File: src/rtl/viterbi_pkg.sv
// Shared types for the K=3 Viterbi survivor traceback.
// NUM_STATES / STATE_BITS describe the 4-state trellis; dec_t carries one
// ACS decision bit per state; fsm_t is the traceback controller state.
package viterbi_pkg;

    localparam int unsigned NUM_STATES       = 4;
    localparam int unsigned STATE_BITS       = 2;
    localparam int unsigned TB_DEPTH_DEFAULT = 16;

    typedef logic [STATE_BITS-1:0] state_t;
    typedef logic [NUM_STATES-1:0] dec_t;

    typedef enum logic [1:0] {
        ST_FILL  = 2'd0,
        ST_TRACE = 2'd1,
        ST_EMIT  = 2'd2
    } fsm_t;

endpackage

File: src/rtl/survivor_mem.sv
// Survivor decision memory: register array, one synchronous write port,
// one asynchronous read port.
// Ports: clk, wr_en/wr_addr/wr_data (write), rd_addr -> rd_data (async read).
module survivor_mem
    import viterbi_pkg::*;
#(
    parameter int unsigned DEPTH  = TB_DEPTH_DEFAULT,
    parameter int unsigned ADDR_W = $clog2(DEPTH)
) (
    input  logic              clk,
    input  logic              wr_en,
    input  logic [ADDR_W-1:0] wr_addr,
    input  dec_t              wr_data,
    input  logic [ADDR_W-1:0] rd_addr,
    output dec_t              rd_data
);

    dec_t mem [DEPTH];

    // Contents are rewritten every block, so no reset is needed.
    always_ff @(posedge clk) begin
        if (wr_en) begin
            mem[wr_addr] <= wr_data;
        end
    end

    assign rd_data = mem[rd_addr];

endmodule

File: src/rtl/survivor_traceback_unit.sv
// Block traceback for a 4-state (K=3) Viterbi decoder.
// Collects TB_DEPTH decision words (FILL), walks the trellis backwards one
// step per cycle (TRACE), then emits the decoded bits in forward order (EMIT).
// Ports:
//   i_clk, i_rst_n         clock, async active-low reset
//   i_valid, i_dec         decision word input (accepted when o_ready)
//   i_best_state           minimum-metric state sampled with the last word
//   o_ready                high only while filling
//   o_valid, o_bit, o_last decoded bit stream, o_last on final bit of block
// Build option: TRACEBACK_BEST_STATE_EN selects i_best_state as the traceback
// start state; otherwise the block starts from state 0 (zero-terminated).
module survivor_traceback_unit
    import viterbi_pkg::*;
#(
    parameter int unsigned TB_DEPTH   = TB_DEPTH_DEFAULT,
    parameter int unsigned SIZE_STATE = STATE_BITS
) (
    input  logic                  i_clk,
    input  logic                  i_rst_n,
    input  logic                  i_valid,
    input  logic [3:0]            i_dec,
    input  logic [SIZE_STATE-1:0] i_best_state,
    output logic                  o_ready,
    output logic                  o_valid,
    output logic                  o_bit,
    output logic                  o_last
);

    localparam int unsigned CNT_W = $clog2(TB_DEPTH);
    localparam logic [CNT_W-1:0] LAST = CNT_W'(TB_DEPTH - 1);

    fsm_t               state, state_n;
    logic [CNT_W-1:0]   wr_ptr, wr_ptr_n;
    logic [CNT_W-1:0]   step, step_n;
    logic [CNT_W-1:0]   step_p1;
    state_t             cur_s, cur_s_n;
    state_t             start_s;
    logic [TB_DEPTH-1:0] out_buf, out_buf_n;
    logic               mem_we;
    dec_t               rd_dec;
    logic               ready_n, valid_n, bit_n, last_n;

`ifdef TRACEBACK_BEST_STATE_EN
    assign start_s = state_t'(i_best_state);
`else
    logic unused_best_state;
    assign unused_best_state = ^i_best_state;
    assign start_s = '0;
`endif

    survivor_mem #(
        .DEPTH  (TB_DEPTH),
        .ADDR_W (CNT_W)
    ) u_mem (
        .clk     (i_clk),
        .wr_en   (mem_we),
        .wr_addr (wr_ptr),
        .wr_data (dec_t'(i_dec)),
        .rd_addr (step),
        .rd_data (rd_dec)
    );

    assign step_p1 = step + CNT_W'(1);

    // State, counters and registered outputs.
    always_ff @(posedge i_clk or negedge i_rst_n) begin
        if (!i_rst_n) begin
            state   <= ST_FILL;
            wr_ptr  <= '0;
            step    <= '0;
            cur_s   <= '0;
            out_buf <= '0;
            o_ready <= 1'b1;
            o_valid <= 1'b0;
            o_bit   <= 1'b0;
            o_last  <= 1'b0;
        end else begin
            state   <= state_n;
            wr_ptr  <= wr_ptr_n;
            step    <= step_n;
            cur_s   <= cur_s_n;
            out_buf <= out_buf_n;
            o_ready <= ready_n;
            o_valid <= valid_n;
            o_bit   <= bit_n;
            o_last  <= last_n;
        end
    end

    // Next-state logic; outputs are computed one cycle ahead so the
    // registered o_valid/o_bit/o_last line up with the EMIT state.
    always_comb begin
        state_n   = state;
        wr_ptr_n  = wr_ptr;
        step_n    = step;
        cur_s_n   = cur_s;
        out_buf_n = out_buf;
        mem_we    = 1'b0;
        valid_n   = 1'b0;
        bit_n     = 1'b0;
        last_n    = 1'b0;

        unique case (state)
            ST_FILL: begin
                if (i_valid && o_ready) begin
                    mem_we = 1'b1;
                    if (wr_ptr == LAST) begin
                        wr_ptr_n = '0;
                        cur_s_n  = start_s;
                        step_n   = LAST;
                        state_n  = ST_TRACE;
                    end else begin
                        wr_ptr_n = wr_ptr + CNT_W'(1);
                    end
                end
            end
            ST_TRACE: begin
                // Predecessor of s is {s[0], dec[s]}; the decoded bit is s[1].
                out_buf_n[step] = cur_s[1];
                cur_s_n         = state_t'({cur_s[0], rd_dec[cur_s]});
                if (step == '0) begin
                    // buf[0] is being written this edge, so bypass it.
                    state_n = ST_EMIT;
                    valid_n = 1'b1;
                    bit_n   = cur_s[1];
                end else begin
                    step_n = step - CNT_W'(1);
                end
            end
            ST_EMIT: begin
                if (step == LAST) begin
                    step_n  = '0;
                    state_n = ST_FILL;
                end else begin
                    step_n  = step_p1;
                    valid_n = 1'b1;
                    bit_n   = out_buf[step_p1];
                    last_n  = (step_p1 == LAST);
                end
            end
            default: begin
                state_n = ST_FILL;
            end
        endcase

        ready_n = (state_n == ST_FILL);
    end

endmodule

File: config.mk
export PLATFORM = sky130hd
export DESIGN_NAME = survivor_traceback_unit
export DESIGN_NICKNAME = d
export VERILOG_FILES = /design/src/rtl/viterbi_pkg.sv /design/src/rtl/survivor_mem.sv /design/src/rtl/survivor_traceback_unit.sv
export SDC_FILE = /design/constraint.sdc
export NUM_CORES = 1
export LEC_CHECK = 0
export ABC_AREA = 1
export CAP_MARGIN = 20
export CORE_MARGIN = 2
export CORE_UTILIZATION = 40
export CTS_CLUSTER_DIAMETER = 200
export DETAILED_ROUTE_END_ITERATION = 8
export PLACE_DENSITY_LB_ADDON = 0.2
export SLEW_MARGIN = 15
export SYNTH_ARGS = -nofsm -noshare
export SYNTH_HDL_FRONTEND = slang
export SYNTH_HIERARCHICAL = 1
export SYNTH_SLANG_ARGS = --single-unit
File: constraint.sdc
create_clock -name i_clk -period 1.53 [get_ports i_clk]
set_input_delay 0.306 -clock i_clk [delete_from_list [all_inputs] [get_ports i_clk]]
set_output_delay 0.306 -clock i_clk [all_outputs]
set_load 0.01 [all_outputs]
; ---- Word level (Yosys, flattened, before mapping)
; Memories as Yosys holds them, arrays and structs flattened.
; Cells that the tools add are included.
[totals]
mem_count = 1
out_inout_bits = 4
mem_bits_rw = 64
reg_bits = 32
in_bits = 9
[classes]
addsub = 3
n_lt_le_gt_ge = 4
eq_ne = 8
n_reduce_logical = 10
mux = 33
[memory_table]
columns = memory, words, word_bits, rd, rd_clocked_by_memory_dff, write_ports, line_no
row1 = u_mem.mem, 16, 4, 1, 0, 1, survivor_mem.sv:18  ; dec_t mem [DEPTH];
[op_table]
columns = cell, count
row1 = $mux 4, 5
row2 = $bwmux 16, 1
row3 = $mux 1, 13
row4 = $eq 4x4->1 const B, 3
row5 = $mux 2, 6
row6 = $pmux 4 s3, 1
row7 = $lt 4x5->1 const B, 2
row8 = $add 4x1->4 const B, 2
row9 = $ne 2x2->1 const B, 3
row10 = $pmux 2 s3, 1
row11 = $bmux 1 s4, 1
row12 = $demux 1 s4, 1
row13 = $ge 4x1->1 const B, 1
row14 = $logic_not 2->1, 2
row15 = $logic_not 4->1, 1
row16 = $pmux 1 s2, 2
row17 = $pmux 2 s2, 1
row18 = $reduce_and 4->1, 1
row19 = $sub 4x1->4 const B, 1
row20 = $lt 2x3->1 const B, 1
row21 = $reduce_and 3->1, 1
row22 = $reduce_bool 3->1, 1
row23 = $bmux 1 s2, 1
row24 = $eq 2x1->1 const B, 1
row25 = other kinds (4), 5

; ---- Longest topological paths before layout
[depth]
ltp_word = 5
depth_mapped = 13
depth_no_buf = 11

; ---- By module
; The synthesis kept the hierarchy.
[modules_own_cells]
columns = module, cells_each, area_each_um2, instances
row1 = survivor_mem, 286, 2886.5, 1
row2 = survivor_traceback_unit, 231, 1865.5, 1

; ---- Least setup slack after synthesis
; Ideal clock, no wire load.
[synth_timing]
path_kind = reg-to-reg
startpoint = register state[0]
endpoint = memory u_mem/mem[12][0] (netlist name), enable pin
required_time_ns = 1.201
period_less_slack_ns = 1.690
stages_incl_launch_ff = 7
arrival_time_ns = 1.361
setup_time_ns = 0.329
n_path_buf = 0
path_slack_ns = -0.160
path_cell_list = dfrtp_1 inv_1 ha_1 inv_1 nor2_2 nand3_1 nor2_1
[synth_via]
elab_chain_cells = 4
[synth_rtl]
columns = item, line_no
row1 = "start, declared", survivor_traceback_unit.sv:32  ; fsm_t state, state_n;
row2 = "start signal, assigned", survivor_traceback_unit.sv:78  ; state <= state_n;
row3 = $logic_not 2->1, survivor_traceback_unit.sv:103  ; unique case (state)
row4 = $mux 1, survivor_traceback_unit.sv:103
row5 = named net mem_we, survivor_traceback_unit.sv:39  ; logic mem_we;
row6 = $mux 1, survivor_mem.sv:22  ; if (wr_en) begin
row7 = $mux 1 (implied by the code), survivor_mem.sv:23  ; mem[wr_addr] <= wr_data;
row8 = "end, declared", survivor_mem.sv:18
; The timed path passes the listed nets, and every way through them passes these cells.

; ---- Worst setup path in the final report
[layout_timing]
startpoint = register step[0]
endpoint = register o_bit
[layout_via]
elab_chain_cells = 5
elab_cells_between_ends = 8
[layout_rtl]
columns = item, line_no
row1 = "start, declared", survivor_traceback_unit.sv:34  ; logic [CNT_W-1:0] step, step_n;
row2 = "start signal, assigned", survivor_traceback_unit.sv:80  ; step <= step_n;
row3 = $add 4x1->4, survivor_traceback_unit.sv:63  ; assign step_p1 = step + CNT_W'(1);
row4 = $bmux 1 s4, survivor_traceback_unit.sv:137  ; bit_n = out_buf[step_p1];
row5 = $mux 1 (implied by the code), survivor_traceback_unit.sv:137
row6 = $mux 1, survivor_traceback_unit.sv:131  ; if (step == LAST) begin
row7 = $pmux 1 s2 *, survivor_traceback_unit.sv:103
row8 = named net bit_n, survivor_traceback_unit.sv:41  ; logic ready_n, valid_n, bit_n, last_n;
row9 = "end signal, assigned", survivor_traceback_unit.sv:85  ; o_bit <= bit_n;
row10 = "end, declared", survivor_traceback_unit.sv:25  ; output logic o_bit,
; Mark *: on every way through the listed nets, which the timed path passes. The rest lies on a longest branch. The select of a mux whose other input is x is not followed.
; A chain may end at the register's enable or synchronous reset.

==> results.json <==
{
  "path_clk_slew_ns": 0.07,
  "critical_path_class": "reg -> reg",
  "clk_latency_ns": 0.34,
  "initial_core_util_pct": 41.3,
  "area.growth.synth_to_final_pct": 26.9,
  "worstMarginPinSlew_ns": 0.494,
  "num_vias": 3717,
  "cp_max_fo": 6,
  "port_buffers": 10,
  "synth_cells": 517,
  "dpl.hpwl_um": 7570,
  "setup_violations": 76,
  "grt_use_total_pct": 17.8,
  "avgSynthCellArea_um2": 9.19,
  "cts.sinks": 96,
  "hold_class": "in -> async",
  "synth_compound_area_share_pct": 5.45,
  "routed_wirelength_um": 10800,
  "synth_mux_area_share_pct": 0.237,
  "ant_nets": 0,
  "rows": 39,
  "die_height_um": 113,
  "max_freq_mhz": 583,
  "placed_area_mm2": 0.00531,
  "worst_slack_ns": -0.185,
  "reg2reg_from": "step[0]$_DFFE_PN0P_",
  "cts_root_buf": "clkbuf_16",
  "wl_per_cell_um": 14.9,
  "pwr_density_cell_mw_per_mm2": 1880,
  "rsz0062_at_grt": "yes",
  "first_global_vias": 3459,
  "maxCapViolations": 0,
  "violations": "setup timing",
  "ys_ff_latch": 96,
  "io_pins": 13,
  "ys_types": 33,
  "synth_nets": 536,
  "routabilityCongestion": 0.839,
  "finalCritPeriodShare_pct": 112,
  "synth_edf_count": 64,
  "clockBufferDepth": 2,
  "syn_area_mm2": 0.00475,
  "tritoncts": "yes",
  "fin_tns_setup_ns": -5.72,
  "fillers": 1048,
  "slew_headroom_pct": 67.0,
  "start_kind": "flop",
  "layout_common_cells": "137 x nand2_1, 68 x inv_1, 65 x nand3_1",
  "end_kind": "flop",
  "cts_hold_buffers": 0,
  "synth_adder_area_share_pct": 2.63,
  "period_minus_slack_ns": 1.71,
  "leakagePower_nw": 2.69,
  "r2r-end": "o_bit$_DFF_PN0_",
  "hold_violations": 0,
  "antenna_found_initial": 0,
  "drt_iter0_drc": 304,
  "mostFrequentLayoutCell": "nand2_1",
  "peakVddDrop_mv": 0.953,
  "fin_nets": 597,
  "viasPerCell": 5.12,
  "synth-seq-area-share_pct": 57.3,
  "startpoint": "step[0]$_DFFE_PN0P_",
  "design_area_mm2": 0.00603,
  "htree_levels": 3,
  "outcome": "complete, but fails checks",
  "grt_pass1_wl_um": 17400,
  "synth_top_family_by_area": "simple AND/OR/NAND/NOR gates",
  "finalClockSkew_ns": 0.00585,
  "die_area_mm2": 0.0128,
  "endpoint": "o_bit$_DFF_PN0_",
  "drive_gt1_share_pct": 24.7,
  "yosys_most_used_dff": "edfxtp_1",
  "fp.coreArea_mm2": 0.0115,
  "r2r_cells": 11,
  "numCtsBuffers": 9,
  "drc": 0,
  "crit_required_ns": 1.77,
  "synth-simple-area-share_pct": 24.1,
  "grt_overflow_total": 0,
  "finalPower_w": 0.0113,
  "final_max_slew_viol_count": 0,
  "drt_pass1_iterations": 5,
  "async_flop_share_pct": 33.3,
  "synthXorXnorAreaFrac_pct": 0.527,
  "grt_max_degree": 33,
  "r2r_slack_ns": -0.18,
  "worstPathArrival_ns": 1.96,
  "ys.warnings.count": 6,
  "diodes": 0,
  "die_w_um": 113
}
## worst max-delay path, cell delays in order (launching register included)
cell	delay (ns)
dfrtp_2	0.48
buf_4	0.16
buf_6	0.13
inv_4	0.06
ha_4	0.23
buf_4	0.15
nand3_1	0.07
nand3_1	0.08
nand3_1	0.08
nand3_1	0.07
nand2_1	0.07
inv_1	0.04
## logic make-up (layout without fill, tap and decap cells)
family                   count (synthesis)  count (layout)
buffers and inverters                  101             167
XOR/XNOR                                 2               2
AO/OA/AOI/OAI                           48              48
flip-flops                              96              96
AND/OR/NAND/NOR                        259             259
multiplexers                             1               1
adder cells (fa/ha/maj)                 10              10
## synthesized netlist by cell type (2+ instances only)
cell        n  area [um2]
nor2_4      3        33.8
a21oi_1    18        90.1
nand2_4     2        22.5
buf_6       7        78.8
nand3_1    68         340
nand2_1   144         541
o21ai_1     7        35.0
ha_1       10         125
buf_4       4        30.0
inv_2       6        22.5
nand4_1     3        18.8
edfxtp_1   64        1920
nor2_2      2        12.5
o21ai_0    10        50.1
dfrtp_1    31         776
a31oi_1    11        68.8
inv_1      76         285
nor2_1     31         116
nand3b_1    2        15.0
buf_2       5        25.0
## how the worst min path moves through the flow
stage	endpoint	startpoint	slack, ns
CTS	out_buf[7]$_DFFE_PN0P_	i_rst_n	0.33
detailed placement	out_buf[0]$_DFFE_PN0N_	out_buf[0]$_DFFE_PN0N_	0.48
floorplan	cur_s[0]$_DFFE_PN0P_	i_rst_n	0.01
finish	out_buf[7]$_DFFE_PN0P_	i_rst_n	0.33
global route	step[2]$_DFFE_PN0P_	i_rst_n	0.33
global placement	out_buf[0]$_DFFE_PN0N_	out_buf[0]$_DFFE_PN0N_	0.46
## final cells by class
type                       count  area, um2  area share (%)
tap                          143        179            2.97
clock buffer                   9        225            3.74
timing repair buffer          67        601            9.96
inverter                      84        343            5.69
clock inverter                 7        110            1.83
sequential                    96       2730            45.2
multi-input combinational    320       1850            30.6
## registers in the layout, indices dropped and copies added, names as in the netlist
name,cells
wr_ptr,4
o_last,1
o_ready,1
o_bit,1
state,2
cur_s,2
step,4
out_buf,16
o_valid,1
u_mem/mem,64
## timing repair
action                     4_1_cts  5_1_grt
pin swaps                        2        6
buffers inserted                 6        8
setup endpoints to repair       85       88
gates resized for setup         27       57
## per-stage QoR
step	utilization (%)	worst slack (ns)	instances	hold WS (ns)
detailed placement	46.1	-0.378	698	0.476
global placement	46.1	-0.366	698	0.464
global route	52.4	-0.325	726	0.334
CTS	50.2	-0.168	720	0.327
floorplan	-	-0.0635	517	0.0104
finish	52.4	-0.185	726	0.330
## per-layer routing
metal / GRT usage (%) / vias up / wire (um)
met2: 26.6 / 90 / 4970
met3: 3.05 / 10 / 443
met4: 7.07 / 0 / 150
met5: 0 / - / 0
met1: 26.0 / 1808 / 5240
li1: - / 1809 / -
## report_power, final
part | switching (W) | internal [W] | total [W]
Combinational | 0.00315 | 0.00210 | 0.00525
Clock | 0.00100 | 0.00147 | 0.00247
Sequential | 0.000380 | 0.00321 | 0.00359
Note: power is estimated with default switching activity, not from simulation.
